## config.mk

```make
export PLATFORM = sky130hd
export DESIGN_NAME = uart_packet_ctrl
export DESIGN_NICKNAME = d
export VERILOG_FILES = /design/src/rtl/uart_packet_ctrl.sv
export SDC_FILE = /design/constraint.sdc
export NUM_CORES = 1
export LEC_CHECK = 0
export ABC_AREA = 1
export CORE_MARGIN = 3
export CORE_UTILIZATION = 52
export DETAILED_ROUTE_END_ITERATION = 10
export GPL_TIMING_DRIVEN = 0
export PLACE_DENSITY = 0.8
export SLEW_MARGIN = 5
export SYNTH_ARGS = -nofsm -noshare
export SYNTH_HDL_FRONTEND = slang
export SYNTH_SLANG_ARGS = --single-unit
```

## constraint.sdc

```tcl
create_clock -name clk -period 5.7 [get_ports clk]
set_clock_uncertainty 0.1 [all_clocks]
set_input_delay 1.14 -clock clk [delete_from_list [all_inputs] [get_ports clk]]
set_output_delay 1.14 -clock clk [all_outputs]
set_load 0.02 [all_outputs]
```

## src/rtl/uart_packet_ctrl.sv

```systemverilog
// uart_packet_ctrl: reads a received UART packet out as one command, then
// writes the client's response (or a timeout response) into the transmit buffer.
`default_nettype none

module uart_packet_ctrl #(
  parameter int         PKT_BYTES      = 5,
  parameter int         TIMEOUT_CYCLES = 1024,
  parameter logic [7:0] TO_STATUS      = 8'hFF
) (
  input  logic        clk,
  input  logic        reset,
  input  logic        uart_full,
  input  logic [7:0]  uart_r_data,
  input  logic        uart_tx_busy,
  output logic [2:0]  uart_address,
  output logic        uart_we,
  output logic [7:0]  uart_w_data,
  output logic        rx_clear,
  output logic        cmd_valid,
  output logic [7:0]  cmd_opcode,
  output logic [31:0] cmd_arg,
  input  logic        cmd_ready,
  input  logic        rsp_valid,
  input  logic [7:0]  rsp_status,
  input  logic [31:0] rsp_data,
  output logic        rsp_ready,
  output logic        busy,
  output logic [7:0]  timeout_cnt
);

  localparam int            IW       = $clog2(PKT_BYTES + 1);
  localparam int            TW       = (TIMEOUT_CYCLES > 1) ? $clog2(TIMEOUT_CYCLES) : 1;
  localparam logic [IW-1:0] LAST_IDX = IW'(PKT_BYTES);
  localparam logic [TW-1:0] TMAX     = TW'(TIMEOUT_CYCLES - 1);

  typedef enum logic [2:0] {
    IDLE, READ, CLEAR, ISSUE, WAIT_RSP, WRITE_WAIT, WRITE, DONE
  } state_t;

  state_t         state, state_next;
  logic [IW-1:0]  idx, idx_next;
  logic [TW-1:0]  timer, timer_next;
  logic [39:0]    rsp_buf, rsp_buf_next;

  logic [2:0]  address_next;
  logic        we_next, rx_clear_next, cmd_valid_next, rsp_ready_next, busy_next;
  logic [7:0]  w_data_next, opcode_next, timeout_cnt_next;
  logic [31:0] arg_next;

  always_comb begin
    state_next       = state;
    idx_next         = idx;
    timer_next       = timer;
    rsp_buf_next     = rsp_buf;
    address_next     = 3'd0;
    we_next          = 1'b0;
    w_data_next      = uart_w_data;
    rx_clear_next    = 1'b0;
    cmd_valid_next   = cmd_valid;
    opcode_next      = cmd_opcode;
    arg_next         = cmd_arg;
    rsp_ready_next   = rsp_ready;
    timeout_cnt_next = timeout_cnt;

    case (state)
      IDLE: begin
        if (uart_full) begin
          state_next = READ;
          idx_next   = '0;
        end
      end
      READ: begin
        // Read data lags the address by one cycle, so slot idx holds byte idx-1.
        if (idx == IW'(1)) begin
          opcode_next = uart_r_data;
        end else if (idx != '0) begin
          arg_next = {cmd_arg[23:0], uart_r_data};
        end
        if (idx == LAST_IDX) begin
          state_next    = CLEAR;
          rx_clear_next = 1'b1;
        end else begin
          idx_next     = idx + 1'b1;
          address_next = 3'(idx + 1'b1);
        end
      end
      CLEAR: begin
        cmd_valid_next = 1'b1;
        state_next     = ISSUE;
      end
      ISSUE: begin
        if (cmd_ready) begin
          cmd_valid_next = 1'b0;
          rsp_ready_next = 1'b1;
          timer_next     = '0;
          state_next     = WAIT_RSP;
        end
      end
      WAIT_RSP: begin
        if (rsp_valid) begin
          rsp_buf_next   = {rsp_status, rsp_data};
          rsp_ready_next = 1'b0;
          state_next     = WRITE_WAIT;
        end else if (timer == TMAX) begin
          rsp_buf_next     = {TO_STATUS, cmd_arg};
          rsp_ready_next   = 1'b0;
          timeout_cnt_next = (timeout_cnt == 8'hFF) ? 8'hFF : timeout_cnt + 8'd1;
          state_next       = WRITE_WAIT;
        end else begin
          timer_next = timer + 1'b1;
        end
      end
      WRITE_WAIT: begin
        if (!uart_tx_busy) begin
          we_next      = 1'b1;
          address_next = 3'd0;
          w_data_next  = rsp_buf[39:32];
          rsp_buf_next = {rsp_buf[31:0], 8'h00};
          idx_next     = IW'(1);
          state_next   = WRITE;
        end
      end
      WRITE: begin
        if (idx == LAST_IDX) begin
          state_next = DONE;
        end else begin
          we_next      = 1'b1;
          address_next = 3'(idx);
          w_data_next  = rsp_buf[39:32];
          rsp_buf_next = {rsp_buf[31:0], 8'h00};
          idx_next     = idx + 1'b1;
        end
      end
      DONE: begin
        // Wait for the UART to take the packet so a stale not-busy is not reused.
        if (uart_tx_busy) state_next = IDLE;
      end
      default: state_next = IDLE;
    endcase

    busy_next = (state_next != IDLE);
  end

  always_ff @(posedge clk or posedge reset) begin
    if (reset) begin
      state        <= IDLE;
      idx          <= '0;
      timer        <= '0;
      rsp_buf      <= '0;
      uart_address <= 3'd0;
      uart_we      <= 1'b0;
      uart_w_data  <= 8'd0;
      rx_clear     <= 1'b0;
      cmd_valid    <= 1'b0;
      cmd_opcode   <= 8'd0;
      cmd_arg      <= 32'd0;
      rsp_ready    <= 1'b0;
      busy         <= 1'b0;
      timeout_cnt  <= 8'd0;
    end else begin
      state        <= state_next;
      idx          <= idx_next;
      timer        <= timer_next;
      rsp_buf      <= rsp_buf_next;
      uart_address <= address_next;
      uart_we      <= we_next;
      uart_w_data  <= w_data_next;
      rx_clear     <= rx_clear_next;
      cmd_valid    <= cmd_valid_next;
      cmd_opcode   <= opcode_next;
      cmd_arg      <= arg_next;
      rsp_ready    <= rsp_ready_next;
      busy         <= busy_next;
      timeout_cnt  <= timeout_cnt_next;
    end
  end

endmodule

`default_nettype wire

```

-- Yosys cells after proc, flatten, opt, wreduce, memory -nomap -nowiden
Index checks and enable logic that the tools add are counted.
- add/subtract/negate cells: 3
- bitwise operators: 2
- eq/ne operators: 19
- multiplexer cells: 40
- reduce and logical (&&, ||, !) cells: 18
- operators by type and width (cell ; count):
    $mux 40 ; 4
    $pmux 40 s3 ; 1
    $mux 3 ; 13
    $mux 10 ; 3
    $mux 8 ; 3
    $pmux 3 s8 ; 1
    $pmux 10 s2 ; 1
    $pmux 8 s2 ; 1
    $eq 3x3->1 const B ; 5
    $ne 2x2->1 const B ; 7
    $reduce_and 3->1 ; 4
    $reduce_and 4->1 ; 3
    $reduce_bool 3->1 ; 4
    $add 10x1->10 const B ; 1
    $eq 10x10->1 const B ; 1
    $pmux 3 s3 ; 1
    $add 8x1->8 const B ; 1
    $eq 8x8->1 const B ; 1
    $mux 1 ; 8
    $eq 3x1->1 const B ; 2
    $eq 3x2->1 const B ; 2
    $pmux 1 s2 ; 3
    $pmux 3 s2 ; 1
    $reduce_bool 2->1 ; 3
    other kinds (6) ; 8
- input bits: 54
- flip-flop bits (word level): 120
- logic and storage cells: 96

-- Logic depth before layout (Yosys ltp)
Gate-level depths: netlist of run 1.
- depth in word-level cells: 5
- mapped depth: 10
- depth with buffers taken out: 9

-- Worst setup path before layout of run 1
OpenSTA, ideal clock, no wires.
- kind: input to register
- start point: input port rsp_valid
- end point: register rsp_buf[13]
- slack: 3.469 ns
- stages: 8
- setup time: 0.121 ns
- arrival time: 2.010 ns
- cell sequence: inv_1 clkbuf_1 clkbuf_1 nand2_1 o21ai_0 nand2_1 o21ai_1 o21ai_2
- longest elaborated chain between the ends: 2
- elaborated cells on any way between the ends: 4
- those cells by class: eq/ne: 1; mux: 2; reduce/logical: 1
- RTL lines (what ; RTL line ; RTL):
    start, declared ; 23 ; input logic rsp_valid,
    $ne 3x3->1 (no line) or $mux 40 (tied branches) ; -- ;
    $reduce_and 4->1 (no line) or $pmux 40 s3 (tied branches) ; -- ;
    end signal, assigned ; 164 ; rsp_buf <= rsp_buf_next;
    end, declared ; 43 ; logic [39:0] rsp_buf, rsp_buf_next;
Several ways; a longest one is shown, not always the timed one.
A chain may end at the register's enable or synchronous reset.

-- Worst setup path in the final report of run 1
- start point: register cmd_arg[5]
- end point: output port cmd_arg[5]
- RTL lines (what ; RTL line ; RTL):
    start, declared ; 21 ; output logic [31:0] cmd_arg,
    start signal, assigned ; 171 ; cmd_arg <= arg_next;
No word-level cell between the ends.

==> reports/results.ini, run 1 <==
[detailed_routing]
routed_wl_microns = 16200
drtIter0Drc = 475
routed_via_density = 5.35
wl_met1_microns = 6790
top_layer = met4
ant_nets = 0
first_pass_iters = 5
wl_met2_microns = 7910
vias = 5392
wl_per_cell_microns = 16.1
drc_errors = 0
dr_wl_met3_microns = 1200

[timing]
tightest_slew_ns = 0.559
finalCriticalPeriod_ns = 2.79
fmax_ghz = 0.358
finalSetupViolations = 0
hold_violations = 0
rsz0062_at_grt = false
fin_hold_ws_ns = 0.374
worst_slack_ns = 2.91
slew_headroom_pct = 62.7
min_period_over_period_pct = 49.0
slew_viol_final = 0

[clock_tree]
cts-root-buf = clkbuf_16
post_cts_buffers = 0
cts_tree = yes
cts_num_sinks = 120
insertion_delay_ns = 0.42
cts_buffer_depth = 2
clkSlewWorstSetupHoldPaths_ns = 0.06
ctsHoldBuffers = 0
cts_resized = 0
htreeDepth = 4
cts_buffers = 17

[global_routing]
grt_pass1_vias = 5436
grtUsageTotal_pct = 26.8
antenna_found_initial = 0
grt_first_pass_wirelength_microns = 26700
grt_max_degree = 99
overflow = 0

[setup_path]
cp-start-kind = flop
rr_endpoint = timeout_cnt[4]
crit_fanout = 4
regToRegSetupSlack_ns = 3.72
slowest_delay_ns = 0.65
r2r_start = timer[1]
crit_arrival_ns = 1.55
reg2reg_depth = 8
cp-end-kind = primary output
critPathBufInv = 1
slowest_stage = clkdlybuf4s50_1
path_cells = clkdlybuf4s50_1
cp.required_ns = 4.46
worstSetupPathType = reg -> out
crit_family = buffers and inverters

[yosys]
yosysMostFrequentCell = nand2_1
synth_top_area_cell = dfrtp_1
netlist_instances = 718
syn_area_per_cell_sq_um = 8.27
synth_warnings = 0
synthTopCellsByCount = 214 x nand2_1, 120 x dfrtp_1, 83 x o21ai_0, 61 x o21ai_1, 51 x inv_1
synth_top_area_share_pct = 50.6
synthTopCellsByArea = dfrtp_1 51%, nand2_1 14%, o21ai_0 7.0%
synth_edf_count = 0
ys_seq_area_share_pct = 50.6
syn_area_sq_um = 5940
yosys_most_used_dff = dfrtp_1
synthArstFlopShare_pct = 100
ys_types = 35
synth_seq_cells = 120
synth_fp_nets = 777

[final_layout]
n_antenna_cell = 0
drive_gt1_share_pct = 11.4
areaGrowthSynthToFinish_pct = 33.5
finalNonFillerCells = 1008
layout.nets = 914
n_fill_cell = 832

[job]
max_cap_viol_count = 0

[status]
outcome = complete, no violations

[floorplanning]
rows = 38
pin_count = 118
initial_core_util_pct = 54.1
die_w_microns = 113
coreArea_sq_um = 11000
die_area_sq_um = 12700
die_h_microns = 113

[placed_design]
gp_congestion = 0.935
preCtsSetupSlack_ns = 2.56
dp_hpwl_microns = 11900
numPortBuffers = 117
dp_cells = 976

[power_and_ir_drop]
peakVddDrop_uv = 386
power_density_nw_per_um2 = 579
leakagePower_nw = 3.73

[hold_path]
whs_endpoint = rsp_buf[38]
min_path_type = reg -> reg
holdCritStartpoint = rsp_buf[38]
min_path_cells = 2

power breakdown:
part | total [mW] | switching [mW] | internal (mW)
Combinational | 2.00 | 1.17 | 0.832
Clock | 1.10 | 0.403 | 0.701
Sequential | 1.49 | 0.278 | 1.21
Total | 4.60 | 1.85 | 2.74
per-stage QoR:
step	power, mW	util [%]	setup TNS [ns]	cell area, sq um
after detailed placement	3.48	66.6	0	7320
after CTS	4.61	72.2	0	7930
after global placement	3.41	66.3	-31.02	7290
after floorplan	2.72	-	0	5940
final	4.60	72.2	0	7930
after global routing	4.90	72.2	0	7930
worst register-to-register path, stage by stage (launching register included):
cell	delay, ns
dfrtp_1	0.39
ha_1	0.23
inv_1	0.05
nor2_1	0.13
nand3_1	0.16
nor3_1	0.35
buf_2	0.28
o21ai_0	0.13
nand2_1	0.09
cells by family after synthesis:
family	synth area share, %
XOR/XNOR	0.885
AND/OR/NAND/NOR	24.0
buffers and inverters	7.58
multiplexers	0.190
AO/OA/AOI/OAI	15.8
adder cells (fa/ha/maj)	1.05
flip-flops	50.6
layout make-up:
cell class | count | area (sq um) | area share, %
inverters | 55 | 211 | 2.67
clock inverters | 14 | 174 | 2.19
repair buffers | 118 | 1200 | 15.1
plain buffers | 36 | 244 | 3.08
flip-flops and latches | 120 | 3000 | 37.9
multi-input cells | 507 | 2490 | 31.3
well taps | 140 | 175 | 2.21
clock buffers | 18 | 439 | 5.54
how the worst max path moves through the flow:
stage / from / endpoint / cells past startpoint
after floorplan: reset / busy / 1
after global placement: reset / timeout_cnt[3] / 2
after detailed placement: rsp_valid / rsp_buf[8] / 8
after CTS: cmd_arg[6] / cmd_arg[6] / 1
after global routing: rsp_valid / rsp_buf[9] / 9
final: cmd_arg[5] / cmd_arg[5] / 1
cells in the final DEF, fill, tap and decap left out, types with 4 or more instances in the layout:
master           instances
inv_1                   50
nand3_1                 29
dfrtp_1                120
buf_6                   12
clkbuf_1                17
xor2_1                   5
o211ai_1                 8
o21ai_0                 83
clkdlybuf4s50_1        117
or2_2                   20
nor2_1                  38
buf_4                    4
o21ai_1                 61
clkinvlp_4               4
nand4_1                  4
inv_2                    4
a21oi_1                  9
o21ai_2                  8
clkbuf_16               17
ha_1                     5
nand2_1                214
flip-flops by register name, summed over array words and instances, names as in the netlist, 3 cells and up:
name / cells
idx: 3
uart_w_data: 8
uart_address: 3
cmd_arg: 32
cmd_opcode: 8
timeout_cnt: 8
timer: 10
rsp_buf: 40
state: 3
metal layers:
metal  up-vias  GRT usage, %
met5         -             0
met4         0          7.85
met3        28          8.18
met2       198          43.9
met1      2542          34.5
li1       2624             -
No activity file was read; power rests on OpenSTA's default activity.
==> run 2: changes to the inputs <==
--- a/config.mk
+++ b/config.mk
@@ -7,10 +7,10 @@
 export LEC_CHECK = 0
 export ABC_AREA = 1
 export CORE_MARGIN = 3
-export CORE_UTILIZATION = 52
+export CORE_UTILIZATION = 47
 export DETAILED_ROUTE_END_ITERATION = 10
 export GPL_TIMING_DRIVEN = 0
-export PLACE_DENSITY = 0.8
+export PLACE_DENSITY = 0.77
 export SLEW_MARGIN = 5
 export SYNTH_ARGS = -nofsm -noshare
 export SYNTH_HDL_FRONTEND = slang
==> constraint.sdc (replaced) <==
create_clock -name clk -period 2.26 [get_ports clk]
set_clock_uncertainty 0.1 [all_clocks]
set_input_delay 0.452 -clock clk [delete_from_list [all_inputs] [get_ports clk]]
set_output_delay 0.452 -clock clk [all_outputs]
set_load 0.02 [all_outputs]
==> run 2 against run 1 <==
- wire length rose by 2.4%
- die area rose by 10%
- largest power group unchanged
- sequential power rose to 2.5 times the previous value
- via count rose by 2.1%
- combinational power rose to 2.6 times the previous value
- cell count rose by 3.0%
- sequential share of layout area fell by 0.27 points
- first-iteration DRC count fell by 8.2%
- total power rose to 2.5 times the previous value
- count of clock-buffer cells in the layout rose by 1
- core utilization fell by 6.5 points
- clock power rose by 140%
==> reports/results.ini, run 2 (synthesis gave the netlist of run 1 again) <==
[status]
outcome = complete, no violations  ; unchanged

[placed_design]
gp_congestion = 0.913  ; was 0.935
dp_hpwl_microns = 12300  ; was 11900 microns
numPortBuffers = 117  ; unchanged

[timing]
tightest_slew_ns = 0.782  ; was 0.559 ns
finalCriticalPeriod_ns = 2.10
slew_headroom_pct = 47.8  ; was 62.7%
fin_hold_ws_ns = 0.371  ; was 0.374 ns
hold_violations = 0  ; unchanged
fmax_ghz = 0.476
min_period_over_period_pct = 92.9
slew_viol_final = 0  ; unchanged
fin_setup_tns_ns = 0  ; unchanged
finalSetupViolations = 0  ; unchanged
rsz0062_at_grt = false  ; unchanged

[power_and_ir_drop]
seq_power_share_pct = 32.4  ; about the same
power_mw = 11.5  ; was 4.60 mW
p_sw_mw = 4.71  ; was 1.85 mW
power_density_nw_per_um2 = 1440  ; was 579 nW/um^2
peakVddDrop_uv = 1020  ; was 386 uV
leakagePower_nw = 3.74  ; was 3.73 nW
switching_share_pct = 40.9  ; was 40.3%
internal_power_mw = 6.81  ; was 2.74 mW
p_comb_share_pct = 44.3  ; was 43.6%
clock_power_share_pct = 23.3  ; was 24.0%

[setup_path]
crit_fanout = 4  ; unchanged
crit_arrival_ns = 1.55  ; about the same
slowest_stage = clkdlybuf4s50_1  ; unchanged
cp-start-kind = flop  ; unchanged
worstSetupPathType = reg -> out  ; unchanged
path_cells = clkdlybuf4s50_1  ; unchanged
cp-end-kind = primary output  ; unchanged
critPathBufInv = 1  ; unchanged
crit_family = buffers and inverters  ; unchanged
slowest_delay_ns = 0.66  ; was 0.65 ns
cp.required_ns = 1.71  ; was 4.46 ns

[final_layout]
drive_gt1_share_pct = 11.6  ; was 11.4%
multiInputGateArea_sq_um = 2490  ; about the same
final_common_cell = nand2_1  ; unchanged
layout.nets = 916  ; was 914
n_fill_cell = 1007  ; was 832
reg_top3 = rsp_buf: 40 flops, cmd_arg: 32 flops, timer: 10 flops  ; unchanged
largest_register_ffs = 40  ; unchanged
n_antenna_cell = 0  ; unchanged
regMostFlops = rsp_buf  ; unchanged
regArea_sq_um = 3000  ; unchanged
final_cell_mix = 214 x nand2_1, 120 x dfrtp_1, 117 x clkdlybuf4s50_1, 83 x o21ai_0, 61 x o21ai_1  ; unchanged
areaGrowthSynthToFinish_pct = 34.5  ; was 33.5%

[global_routing]
antenna_found_initial = 0  ; unchanged
top_usage_layer = met2  ; unchanged
grt_max_degree = 39  ; was 99
overflow = 0  ; unchanged
use_met1_pct = 30.4  ; was 34.5%
grt_pass1_vias = 5470  ; was 5436
grtUsageTotal_pct = 24.5  ; was 26.8%
grtUsageMet3_pct = 6.17  ; was 8.18%
grt_use_met2_pct = 40.4  ; was 43.9%
grt_first_pass_wirelength_microns = 26800  ; was 26700 microns

[clock_tree]
post_cts_buffers = 0  ; unchanged
cts_tree = yes  ; unchanged
cts_num_sinks = 120  ; unchanged
htreeDepth = 4  ; unchanged
cts-root-buf = clkbuf_16  ; unchanged
cts_buffers = 17  ; unchanged
clkSlewWorstSetupHoldPaths_ns = 0.06  ; about the same
cts_buffer_depth = 2  ; unchanged
insertion_delay_ns = 0.42  ; about the same

[detailed_routing]
drc_errors = 0  ; unchanged
ant_nets = 0  ; unchanged
vias = 5505  ; was 5392
drtIter0Drc = 436  ; was 475
first_pass_iters = 5  ; unchanged
routed_via_density = 5.30  ; was 5.35
routed_wl_microns = 16600  ; was 16200 microns
wl_per_cell_microns = 16.0  ; was 16.1 microns

[floorplanning]
initial_core_util_pct = 48.8  ; was 54.1%
die_w_microns = 118  ; was 113 microns
coreArea_sq_um = 12200  ; was 11000 sq um
pin_count = 118  ; unchanged
die_area_sq_um = 14000  ; was 12700 sq um
die_h_microns = 118  ; was 113 microns
rows = 40  ; was 38

[job]
max_cap_viol_count = 0  ; unchanged

[hold_path]
min_path_type = reg -> reg  ; unchanged

## run 2: repair_timing
item	4_1_cts	5_1_grt
setup endpoints to repair	0	2
hold buffers	0	0
gates resized for setup	0	1
## run 2: power by group through the flow
stage / registers (mW) / clock network [mW] / logic [mW]
6_report: 3.74 / 2.69 / 5.10
4_1_cts: 3.72 / 2.71 / 5.12
3_3_place_gp: 3.72 / 0 / 4.92
2_1_floorplan: 4.09 / 0 / 2.78
5_1_grt: 3.83 / 2.82 / 5.62
3_5_place_dp: 3.73 / 0 / 5.06
## run 2: metal layers
layer | wire length [microns] | part of all wire [%] | vias up
met5 | 0 | 0 | -
met3 | 1110 | 6.7 | 31
met4 | 436 | 2.6 | 0
li1 | - | - | 2624
met1 | 7200 | 43 | 2649
met2 | 7890 | 47 | 201
## run 2: path summary, 6_finish.rpt
path	start	depth (start not counted)	slack [ns]	end
max in group asynchronous	reset	5	0.61	uart_w_data[7]
hold reg to reg	rsp_buf[34]	2	0.37	rsp_buf[34]
min in group asynchronous	reset	2	0.41	cmd_opcode[6]
hold / removal	rsp_buf[34]	2	0.37	rsp_buf[34]
setup / recovery	cmd_arg[4]	1	0.16	cmd_arg[4]
setup reg to reg	idx[1]	9	0.26	rsp_buf[27]
## run 2: layout make-up
type / count / area share (%)
Timing Repair Buffer: 120 / 15.5
Tap cell: 168 / 2.63
Clock buffer: 19 / 5.55
Inverter: 55 / 2.63
Sequential cell: 120 / 37.6
Multi-Input combinational cell: 507 / 31.2
Clock inverter: 13 / 1.85
Buffer: 36 / 3.05
## run 2: per-stage QoR
step           std cells  instance area (sq um)  worst slack (ns)  utilization, %
2_1_floorplan        718                   5940             0.239               -
3_3_place_gp        1003                   7320            -0.827            60.2
3_5_place_dp        1006                   7390           -0.0799            60.8
4_1_cts             1038                   7980             0.152            65.6
5_1_grt             1038                   7990             0.102            65.7
6_report            1038                   7990             0.160            65.7
==> run 3: changes to the inputs <==
--- a/config.mk
+++ b/config.mk
@@ -6,12 +6,13 @@
 export NUM_CORES = 1
 export LEC_CHECK = 0
 export ABC_AREA = 1
+export ABC_CLOCK_PERIOD_IN_PS = 2260
 export CORE_MARGIN = 3
 export CORE_UTILIZATION = 47
 export DETAILED_ROUTE_END_ITERATION = 10
 export GPL_TIMING_DRIVEN = 0
 export PLACE_DENSITY = 0.77
-export SLEW_MARGIN = 5
+export SLEW_MARGIN = 20
 export SYNTH_ARGS = -nofsm -noshare
 export SYNTH_HDL_FRONTEND = slang
 export SYNTH_SLANG_ARGS = --single-unit
==> constraint.sdc (replaced) <==
create_clock -name clk -period 2.26 [get_ports clk]
set_clock_uncertainty 0.1 [all_clocks]
set_input_delay 0.226 -clock clk [delete_from_list [all_inputs] [get_ports clk]]
set_output_delay 0.226 -clock clk [all_outputs]
set_load 0.02 [all_outputs]
==> run 3 against run 2 <==
- global-route usage shrank 0.087 points
- sequential power hardly changed
- cell area is 0.39% higher
- clock power barely moved
- critical path type is now reg -> reg
==> reports/results.ini, run 3 (synthesis gave the netlist of run 1 again) <==
[final_layout]
finalNonFillerCells = 1039  ; was 1038
multiInputGateArea_sq_um = 2490  ; about the same
areaGrowthSynthToFinish_pct = 35.0  ; was 34.5%
largest_register_ffs = 40  ; unchanged
final_common_cell = nand2_1  ; unchanged
fin_util_pct = 65.9  ; was 65.7%
layout.nets = 917  ; was 916
final_cell_mix = 214 x nand2_1, 120 x dfrtp_1, 117 x clkdlybuf4s50_1, 83 x o21ai_0, 61 x o21ai_1  ; unchanged
drive_gt1_share_pct = 11.7  ; was 11.6%
n_fill_cell = 989  ; was 1007
reg_top3 = rsp_buf: 40 flops, cmd_arg: 32 flops, timer: 10 flops  ; unchanged
regMostFlops = rsp_buf  ; unchanged
n_antenna_cell = 0  ; unchanged
regArea_sq_um = 3000  ; unchanged

[power_and_ir_drop]
switching_share_pct = 40.7  ; was 40.9%
leakagePower_nw = 3.76  ; was 3.74 nW
internal_power_mw = 6.85  ; was 6.81 mW
peakVddDrop_uv = 1050  ; was 1020 uV
p_comb_share_pct = 44.1  ; was 44.3%
clock_power_share_pct = 23.6  ; was 23.3%
seq_power_share_pct = 32.3  ; was 32.4%
power_density_nw_per_um2 = 1440  ; about the same
p_sw_mw = 4.70  ; was 4.71 mW

[setup_path]
path_cells = inv_1 > ha_1 > nand2_1 > o21ai_4 > nor2_8 > nand2_4 > buf_6 > o21ai_1  ; was clkdlybuf4s50_1
slowest_delay_ns = 0.41  ; was 0.66 ns
slowest_stage = dfrtp_1  ; was clkdlybuf4s50_1
crit_arrival_ns = 2.22  ; was 1.55 ns
cp.required_ns = 2.46  ; was 1.71 ns
crit_fanout = 10  ; was 4
cp-start-kind = flop  ; unchanged
worstSetupPathType = reg -> reg  ; was reg -> out
cp-end-kind = flop  ; was primary output

[timing]
slew_viol_final = 0  ; unchanged
finalCriticalPeriod_ns = 2.02  ; was 2.10 ns
tightest_slew_ns = 0.543  ; was 0.782 ns
hold_violations = 0  ; unchanged
slew_headroom_pct = 63.8  ; was 47.8%
finalSetupViolations = 0  ; unchanged
min_period_over_period_pct = 89.5  ; was 92.9%
fmax_ghz = 0.495  ; was 0.476 GHz
rsz0062_at_grt = false  ; unchanged

[floorplanning]
pin_count = 118  ; unchanged
initial_core_util_pct = 48.8  ; unchanged
die_h_microns = 118  ; unchanged
coreArea_sq_um = 12200  ; unchanged
die_w_microns = 118  ; unchanged
die_area_sq_um = 14000  ; unchanged
rows = 40  ; unchanged

[clock_tree]
clkSlewWorstSetupHoldPaths_ns = 0.06  ; about the same
cts_num_sinks = 120  ; unchanged
cts_buffer_depth = 2  ; unchanged
cts_tree = yes  ; unchanged
cts_resized = 0  ; unchanged
ctsHoldBuffers = 0  ; unchanged
post_cts_buffers = 0  ; unchanged
htreeDepth = 4  ; unchanged
cts-root-buf = clkbuf_16  ; unchanged
cts_buffers = 17  ; unchanged
insertion_delay_ns = 0.43  ; was 0.42 ns

[detailed_routing]
first_pass_iters = 5  ; unchanged
vias = 5428  ; was 5505
ant_nets = 0  ; unchanged
routed_wl_microns = 16400  ; was 16600 microns
wl_per_cell_microns = 15.8  ; was 16.0 microns
drtIter0Drc = 349  ; was 436
drc_errors = 0  ; unchanged
routed_via_density = 5.22  ; was 5.30

[global_routing]
antenna_found_initial = 0  ; unchanged
grtUsageTotal_pct = 24.4  ; was 24.5%
grt_max_degree = 35  ; was 39
grt_first_pass_wirelength_microns = 26800  ; unchanged
overflow = 0  ; unchanged
grt_pass1_vias = 5422  ; was 5470

[status]
outcome = complete, no violations  ; unchanged

[hold_path]
min_path_type = in -> async  ; was reg -> reg

[placed_design]
gp_congestion = 0.913  ; unchanged
dp_hpwl_microns = 12300  ; about the same
numPortBuffers = 117  ; unchanged
dp_cells = 1007  ; was 1006

[job]
max_cap_viol_count = 0  ; unchanged

## run 3: cell types whose count changed in the layout (fill, tap and decap cells not counted)
cell / delta
clkinv_2: +1
clkbuf_8: +1
clkinv_4: +1
nor3_1: +1
clkinvlp_4: -2
nor3_2: -1
buf_16: +1
clkbuf_1: -1
## run 3: cell type report
cell class                      instances  share of cell area [%]
Inverter                               55                    2.62
Sequential cell                       120                    37.4
Timing Repair Buffer                  121                    15.8
Multi-Input combinational cell        507                    31.0
Clock buffer                           19                    5.65
Clock inverter                         13                    1.83
Buffer                                 36                    3.04
Tap cell                              168                    2.62
## run 3: worst max-delay path, delay by kind of cell, from the launching register on
family          cells  cell delay [ns]
simple gates        3             0.44
flops               1             0.41
compound gates      2             0.37
buf+inv             2             0.29
fa+ha+maj           1             0.28
## run 3: final timing paths
| path | slack, ns | start | cells after the start | end |
|---|---|---|---|---|
| worst max-delay path | 0.24 | idx[1] | 8 | rsp_buf[1] |
| worst min-delay path | 0.06 | reset | 2 | timer[8] |
| worst max register to register | 0.24 | idx[1] | 8 | rsp_buf[1] |
| worst min register to register | 0.37 | rsp_buf[39] | 2 | rsp_buf[39] |
| max in group asynchronous | 1.16 | reset | 5 | uart_w_data[0] |
| min in group clk | 0.28 | uart_r_data[3] | 3 | cmd_opcode[3] |
## run 3: through the flow
step | instance area, sq um | hold slack, ns | total power, mW | TNS [ns] | setup slack, ns
finish | 8020 | 0.0575 | 11.6 | 0 | 0.238
global route | 8020 | 0.0821 | 12.3 | 0 | 0.0941
CTS | 8020 | 0.0639 | 11.6 | 0 | 0.241
detailed placement | 7420 | 0.359 | 8.81 | 0 | 0.127
global placement | 7320 | 0.355 | 8.64 | -71.08 | -0.601
floorplan | 5940 | 0.274 | 6.87 | 0 | 0.465
## run 3: routing by layer
layer	up-vias	track usage, %	part of all wire (%)
met1	2552	30.4	42
met4	0	9.78	2.9
li1	2630	-	-
met2	212	38.9	47
met5	-	0	0
met3	34	8.42	7.7
## run 3: power groups by stage
stage / clock, mW / combinational, mW / sequential [mW]
after floorplan: 0 / 2.78 / 4.09
after global placement: 0 / 4.92 / 3.72
after detailed placement: 0 / 5.07 / 3.74
after CTS: 2.74 / 5.13 / 3.72
after global routing: 2.85 / 5.61 / 3.83
final: 2.72 / 5.09 / 3.73
